==> src/rtl/wb_btn_debounce.sv <==
// Wishbone B4 classic button debouncer: sync, tick-based debounce, W1C press flags, level IRQ.
// Optional release-edge flags at 0x14 when WB_BTN_RELEASE_EDGE_EN is defined.
module wb_btn_debounce #(
    parameter int          NUM_BTN    = 5,
    parameter logic [19:0] DB_DIV_RST = 20'd49999,
    parameter int          DB_STABLE  = 3
) (
    input  logic               wb_clk_i,
    input  logic               wb_rst_i,
    input  logic [31:0]        wb_adr_i,
    input  logic [31:0]        wb_dat_i,
    input  logic [3:0]         wb_sel_i,
    input  logic               wb_we_i,
    input  logic               wb_cyc_i,
    input  logic               wb_stb_i,
    input  logic [2:0]         wb_cti_i,
    input  logic [1:0]         wb_bte_i,
    output logic [31:0]        wb_dat_o,
    output logic               wb_ack_o,
    output logic               wb_err_o,
    output logic               wb_rty_o,
    input  logic [NUM_BTN-1:0] btn_i,
    output logic               irq_o
);

    localparam logic [3:0] STABLE_LAST = 4'(DB_STABLE - 1);

    logic [NUM_BTN-1:0]      r_sync1, r_sync2, r_state, r_edge, r_irq_en;
    logic [NUM_BTN-1:0][3:0] r_cnt;
    logic [19:0]             r_div, r_tick_cnt;

    logic                    w_req, w_wr, w_tick, w_pend;
    logic                    w_wr_edge, w_wr_ien, w_wr_div;
    logic [31:0]             w_mask, w_wbits, w_rdata;
    logic [19:0]             w_div_nxt;
    logic [NUM_BTN-1:0]      w_state_nxt, w_rise, w_edge_clr;
    logic [NUM_BTN-1:0][3:0] w_cnt_nxt;
    logic                    w_unused;

    assign wb_err_o   = 1'b0;
    assign wb_rty_o   = 1'b0;
    assign w_req      = wb_cyc_i & wb_stb_i & ~wb_ack_o;
    assign w_wr       = w_req & wb_we_i;
    assign w_mask     = {{8{wb_sel_i[3]}}, {8{wb_sel_i[2]}}, {8{wb_sel_i[1]}}, {8{wb_sel_i[0]}}};
    assign w_wbits    = wb_dat_i & w_mask;
    assign w_wr_edge  = w_wr && (wb_adr_i[5:2] == 4'h2);
    assign w_wr_ien   = w_wr && (wb_adr_i[5:2] == 4'h3);
    assign w_wr_div   = w_wr && (wb_adr_i[5:2] == 4'h4);
    assign w_div_nxt  = (r_div & ~w_mask[19:0]) | w_wbits[19:0];
    assign w_tick     = (r_tick_cnt == 20'd0);
    assign w_edge_clr = w_wr_edge ? w_wbits[NUM_BTN-1:0] : {NUM_BTN{1'b0}};
    assign w_rise     = w_state_nxt & ~r_state;
    assign w_unused   = ^{wb_cti_i, wb_bte_i, wb_adr_i[31:6], wb_adr_i[1:0], wb_dat_i, w_mask, w_wbits};

    // A bit flips only after DB_STABLE consecutive ticks that disagree with the debounced state.
    always_comb begin
        w_state_nxt = r_state;
        w_cnt_nxt   = r_cnt;
        for (int i = 0; i < NUM_BTN; i++) begin
            if (w_tick) begin
                if (r_sync2[i] != r_state[i]) begin
                    if (r_cnt[i] == STABLE_LAST) begin
                        w_state_nxt[i] = r_sync2[i];
                        w_cnt_nxt[i]   = 4'd0;
                    end else begin
                        w_cnt_nxt[i]   = r_cnt[i] + 4'd1;
                    end
                end else begin
                    w_cnt_nxt[i] = 4'd0;
                end
            end else begin
                w_cnt_nxt[i] = r_cnt[i];
            end
        end
    end

`ifdef WB_BTN_RELEASE_EDGE_EN
    logic [NUM_BTN-1:0] r_rel, w_fall, w_rel_clr;
    assign w_fall    = ~w_state_nxt & r_state;
    assign w_rel_clr = (w_wr && (wb_adr_i[5:2] == 4'h5)) ? w_wbits[NUM_BTN-1:0] : {NUM_BTN{1'b0}};
    assign w_pend    = |((r_edge | r_rel) & r_irq_en);

    // Release flags: set on debounced 1->0, W1C, set beats a same-cycle clear.
    always_ff @(posedge wb_clk_i or posedge wb_rst_i) begin
        if (wb_rst_i) begin
            r_rel <= {NUM_BTN{1'b0}};
        end else begin
            r_rel <= (r_rel & ~w_rel_clr) | w_fall;
        end
    end
`else
    assign w_pend = |(r_edge & r_irq_en);
`endif

    // Register read mux; unmapped offsets read zero.
    always_comb begin
        w_rdata = 32'd0;
        case (wb_adr_i[5:2])
            4'h0:    w_rdata = 32'(r_sync2);
            4'h1:    w_rdata = 32'(r_state);
            4'h2:    w_rdata = 32'(r_edge);
            4'h3:    w_rdata = 32'(r_irq_en);
            4'h4:    w_rdata = {12'd0, r_div};
`ifdef WB_BTN_RELEASE_EDGE_EN
            4'h5:    w_rdata = 32'(r_rel);
`endif
            default: w_rdata = 32'd0;
        endcase
    end

    // Input synchronizer and debounce state.
    always_ff @(posedge wb_clk_i or posedge wb_rst_i) begin
        if (wb_rst_i) begin
            r_sync1 <= {NUM_BTN{1'b0}};
            r_sync2 <= {NUM_BTN{1'b0}};
            r_state <= {NUM_BTN{1'b0}};
            r_cnt   <= {NUM_BTN{4'd0}};
        end else begin
            r_sync1 <= btn_i;
            r_sync2 <= r_sync1;
            r_state <= w_state_nxt;
            r_cnt   <= w_cnt_nxt;
        end
    end

    // Tick divider; a DIV write restarts the period with the new value.
    always_ff @(posedge wb_clk_i or posedge wb_rst_i) begin
        if (wb_rst_i) begin
            r_tick_cnt <= 20'd0;
        end else if (w_wr_div) begin
            r_tick_cnt <= w_div_nxt;
        end else if (w_tick) begin
            r_tick_cnt <= r_div;
        end else begin
            r_tick_cnt <= r_tick_cnt - 20'd1;
        end
    end

    // Bus handshake: one ack per request, read data captured alongside it.
    always_ff @(posedge wb_clk_i or posedge wb_rst_i) begin
        if (wb_rst_i) begin
            wb_ack_o <= 1'b0;
            wb_dat_o <= 32'd0;
        end else begin
            wb_ack_o <= w_req;
            if (w_req) begin
                wb_dat_o <= w_rdata;
            end
        end
    end

    // Control registers, press flags (set beats a same-cycle clear) and the interrupt.
    always_ff @(posedge wb_clk_i or posedge wb_rst_i) begin
        if (wb_rst_i) begin
            r_irq_en <= {NUM_BTN{1'b0}};
            r_div    <= DB_DIV_RST;
            r_edge   <= {NUM_BTN{1'b0}};
            irq_o    <= 1'b0;
        end else begin
            if (w_wr_ien) begin
                r_irq_en <= (r_irq_en & ~w_mask[NUM_BTN-1:0]) | w_wbits[NUM_BTN-1:0];
            end
            if (w_wr_div) begin
                r_div <= w_div_nxt;
            end
            r_edge <= (r_edge & ~w_edge_clr) | w_rise;
            irq_o  <= w_pend;
        end
    end

endmodule
==> config.mk <==
export PLATFORM = sky130hd
export DESIGN_NAME = wb_btn_debounce
export DESIGN_NICKNAME = d
export VERILOG_FILES = /design/src/rtl/wb_btn_debounce.sv
export SDC_FILE = /design/constraint.sdc
export NUM_CORES = 1
export LEC_CHECK = 0
export CAP_MARGIN = 10
export CORE_ASPECT_RATIO = 1.25
export CORE_MARGIN = 8
export CORE_UTILIZATION = 46
export CTS_CLUSTER_SIZE = 8
export DETAILED_ROUTE_END_ITERATION = 10
export PLACE_DENSITY = 0.76
export SYNTH_ARGS = -nofsm -noshare
export SYNTH_HDL_FRONTEND = slang
export SYNTH_SLANG_ARGS = --single-unit
==> constraint.sdc <==
create_clock -name wb_clk_i -period 3.7 [get_ports wb_clk_i]
set_input_delay 0.925 -clock wb_clk_i [delete_from_list [all_inputs] [get_ports wb_clk_i]]
set_output_delay 0.925 -clock wb_clk_i [all_outputs]
set_load 0.05 [all_outputs]
* After elaboration in Yosys (flattened, before gate mapping)
Cells that the tools add are included.
** Storage, ports and cells
- Input bits :: 83
- Flip-flop bits (word level) :: 119
- Logic and storage cells :: 87
** Cells by class
- Add/subtract/negate cells :: 6
- Bitwise logic cells :: 17
- Equality and inequality tests :: 14
- Reduce and logical (&&, ||, !) cells :: 6
- Multiplexer cells :: 29
** Operators with widths (count)
- $pmux 20 s5 :: 1
- $and 20x20->20 :: 2
- $mux 20 :: 2
- $mux 4 :: 10
- $eq 4x2->1 const B :: 7
- $add 4x1->4 const B :: 5
- $and 5x5->5 :: 4
- $logic_not 20->1 :: 1
- $not 20->20 :: 1
- $or 20x20->20 :: 1
- $sub 20x1->20 const B :: 1
- $mux 1 :: 15
- $not 5->5 :: 3
- $or 5x5->5 :: 2
- $mux 5 :: 1
- $ne 1x1->1 :: 5
- $reduce_or 5->1 :: 1
- $eq 4x1->1 const B :: 1
- $eq 4x3->1 const B :: 1
- $logic_not 4->1 :: 1
- $and 1x1->1 :: 3
- $logic_and 1x1->1 :: 3
- $not 1->1 :: 1

* Depth between registers and ports, before layout
- Word-level depth :: 8
- Depth in mapped cells :: 8

* Worst setup path before layout
Ideal clock, no wire load.
- Kind :: input port to flip-flop
- Start point :: input wb_adr_i[2]
- End point :: register r_tick_cnt[10]
- Stages on the path :: 6
- Data required time :: 3577 ps
- Library setup time :: 123 ps
- Buffers on the path :: 2
- Arrival time :: 2304 ps
- Slack :: 1273 ps
- Path through :: clkbuf_1 nor4b_2 buf_2 nand3_1 o21a_2 o221a_2
** On the way
- Word-level cells in the longest chain between the ends :: 3
** Ends and longest elaborated chain
- start, declared :: RTL line 10 : input logic [31:0] wb_adr_i,
- $eq 4x3->1 :: RTL line 48 : assign w_wr_div = w_wr && (wb_adr_i[5:2] == 4'h4);
- $logic_and 1x1->1 :: RTL line 48
- $mux 20 :: RTL line 130 : end else if (w_wr_div) begin
- end signal, assigned :: RTL line 131 : r_tick_cnt <= w_div_nxt;
- end signal, assigned :: RTL line 133 : r_tick_cnt <= r_div;
- end signal, assigned :: RTL line 135 : r_tick_cnt <= r_tick_cnt - 20'd1;
- end, declared :: RTL line 30 : logic [19:0] r_div, r_tick_cnt;
No other way between the ends.
A chain may end at the register's enable or synchronous reset.

* Worst setup path in the final report
- Start point :: input wb_adr_i[4]
- End point :: register r_tick_cnt[5]
The elaborated chain is that of the path after synthesis.

==> key figures <==
Setup path
  • Crit path max-delay family: compound AO/OA/AOI/OAI gates
  • Crit Path Max Fanout: 14
  • CP endpoint kind: flop
  • Critical path type: input port to flop
  • FF-to-FF setup slack: ~1.3 ns
  • Critical-path top delay cell: a21oi_1
  • Max stage delay on crit path: ~0.84 ns
  • Crit-path cells: clkdlybuf4s50_1 > nor4b_2 > and3_1 > a21oi_1 > nand3_1 > o221a_2
  • CP arrival: roughly 3.1 ns
  • Worst Setup Start Kind: input port
  • Req. time, crit path: just under 4 ns
  • WP buf/inv: 1

Clocking
  • Total setup buffers inserted after CTS: 0
  • Latest clock arrival within the worst-skew pair: 0.35 ns
  • Post-CTS Resized: 0
  • CTS Hold Buffers Added: 0
  • Clock slew at reported path FFs: 0.07 ns
  • Root Driver: clkbuf_16
  • # clock sinks: approximately 110
  • Clk buf depth: 2
  • TritonCTS clock tree: done
  • Htree depth: 3
  • CTS Buf Count: 9

Placed design
  • I/O Buffers: 58
  • Post-Place Cells: between 600 and 700
  • Post-DP HPWL: about 8500 µm
  • Gpl congestion: approximately 0.86

Layout
  • # diodes: 0
  • Area grow syn2layout: 19.1%
  • Finished Layout Cells: between 600 and 700
  • Final Util: 56.1%
  • Nets: roughly 640
  • Share of cells above drive strength 1: 13.4%

Timing
  • Max Clock Skew: around 0.010 ns
  • Setup TNS: 0 ns
  • RSZ-0062 raised after global routing: no
  • Min cycle time layout: between 2 and 3 ns
  • Highest Clock Rate: approximately 0.34 GHz
  • Max-slew violations: 0
  • Final setup vio count: 0
  • Hold Vio Cnt, Final: 0
  • Tcrit/Tclk final: 78.5%
  • Worst Tran Pin Value: around 1.0 ns
  • Hold Slack: between 0.3 and 0.4 ns
  • Slew headroom: around 31%

Power and ir drop
  • Worst VDD drop: a little under 0.3 mV
  • Static Leakage: 2.65 nW
  • PD cells: 456 mW/mm²

Synth
  • Post-synth top flop: dfrtp_1
  • Register area share after synthesis: about half
  • EDFF count, synth: 0
  • Cells after Synth: ~480
  • Synthesis-stage register bit count: roughly 110
  • Mean area per synthesized cell: ~11 µm²
  • Post-synth cell types: 59
  • Post-Syn Area: between 0.005 and 0.006 mm²
  • Ys async rst share: 100%
  • Yosys warning count: 0

GRT
  • Pin count of the biggest net entering global routing: 108
  • Number of global-route vias before repair: between 3000 and 4000
  • Residual overflow from global routing: 0
  • GR Util All Layers: around 16%
  • First-pass GRT wire length: ~19000 µm
  • Initial antenna violation count: 0

Floorplan
  • Die area: around 0.015 mm²
  • Num rows: 43
  • I/O pins: around 120
  • Die H: roughly 130 µm
  • Die W: around 110 µm
  • CORE AREA: 0.0110 mm²
  • Starting Density: 47.1%

Route
  • Total wire length: around 12000 µm
  • First-pass DRT Iterations: 4
  • Vias: about 3900
  • Vias per inst: roughly 5.7
  • Wirelength per Cell: ~17 µm
  • Post-route ant nets: 0
  • DRC: 0
  • 1st-iter DRT viols: around 240

Worst hold path
  • Hold WC Path Type: flop to flop

Run
  • Max-cap violations: 0

Status
  • Outcome: complete, no violations
power breakdown:
group / total (W) / internal [W] / switching (W)
Combinational: 0.000435 / 0.000209 / 0.000226
Clock: 0.000992 / 0.000551 / 0.000441
Sequential: 0.00139 / 0.00128 / 0.000118
kinds of logic after synthesis:
logic type | Yosys count | share of synthesized area, %
DFF | 107 | 51.8
muxes | 32 | 6.68
xor gates and xnor gates | 13 | 2.19
adders and majority gates | 12 | 2.89
and+or+nand+nor | 165 | 16.8
AOI/OAI and AO/OA | 110 | 15.3
other | 1 | 0.0722
buffers and inverters | 43 | 4.34
final cells by class:
type | instances | area [µm²]
Sequential cell | 107 | 2690
Timing Repair Buffer | 64 | 638
Inverter | 13 | 52.6
Clock inverter | 6 | 71.3
Multi-Input combinational cell | 346 | 2330
Tap cell | 135 | 169
Fill cell | 932 | 4840
Clock buffer | 10 | 239
routing by layer:
metal / vias to the layer above / global-route usage, % / part of all wire (%)
met3: 24 / 3.11 / 4.1
met5: - / 0 / 0
li1: 1846 / - / -
met1: 1911 / 17.8 / 41
met4: 0 / 7.35 / 2.7
met2: 101 / 28.2 / 53
flip-flops by register name, summed over array words and instances, names as in the netlist, 5 cells and up, named ones only:
register,flops
r_tick_cnt,20
r_state,5
r_sync1,5
r_sync2,5
r_cnt,20
wb_dat_o,20
r_div,20
r_edge,5
worst reg2reg max path, stage by stage, from the launching register on:
cell and delay, ns:
dfrtp_1 0.44, or3_4 0.41, nor3b_1 0.40, nand2_1 0.57
o21ai_0 0.34, o21ai_1 0.10
synthesized netlist by cell type (7+ instances only):
cell type	instances	area share (%)
o21ai_0	21	2.0
nor3b_1	7	1.0
ha_1	12	2.9
buf_4	14	2.0
nor4_1	7	0.84
nand2_1	70	5.1
nand2b_1	16	1.9
dfstp_2	9	4.6
clkbuf_1	11	0.80
or3_1	8	0.96
xor2_1	8	1.3
nand3_1	15	1.4
mux2_2	21	4.6
inv_1	13	0.94
mux2i_1	11	2.1
dfrtp_1	98	47
a21oi_1	12	1.2
nor2_1	15	1.1
a22o_1	15	2.5
o21ai_1	11	1.1
o221a_2	10	2.2
placed cells by master, fill, tap and decap left out, drive strengths merged, types with 14 or more instances in the layout:
| master | netlist | final |
|---|---|---|
| dfrtp | 98 | 98 |
| nand2 | 70 | 70 |
| clkdlybuf4s50 | 0 | 58 |
| o21ai | 32 | 32 |
| mux2 | 21 | 21 |
| nand2b | 16 | 16 |
| nor2 | 16 | 16 |
| nand3 | 15 | 15 |
| a22o | 15 | 15 |
| conb | 1 | 14 |
| inv | 13 | 14 |
path summary, 6_finish.rpt:
check,start,to,depth (start not counted)
worst max-delay path,wb_adr_i[4],r_tick_cnt[5]$_DFF_PP0_,6
worst min-delay path,r_sync1[2]$_DFF_PP0_,r_sync2[2]$_DFF_PP0_,0
max in group asynchronous,wb_rst_i,async pin,3
worst min register to register,r_sync1[2]$_DFF_PP0_,r_sync2[2]$_DFF_PP0_,0
worst max register to register,r_tick_cnt[16]$_DFF_PP0_,r_cnt[6]$_DFFE_PP0P_,5
min in group asynchronous,wb_rst_i,wb_dat_o[9]$_DFFE_PP0N_,3
per-stage QoR:
| stage | cell area (µm²) | setup slack, ns | power (W) |
|---|---|---|---|
| global route | 6180 | 0.599 | 0.00295 |
| floorplan | 5240 | 1.27 | 0.00171 |
| finish | 6180 | 0.796 | 0.00282 |
| CTS | 6180 | 0.729 | 0.00284 |
| detailed placement | 5870 | 0.435 | 0.00185 |
| global placement | 5870 | 0.495 | 0.00183 |
Note: power is estimated with default switching activity, not from simulation.
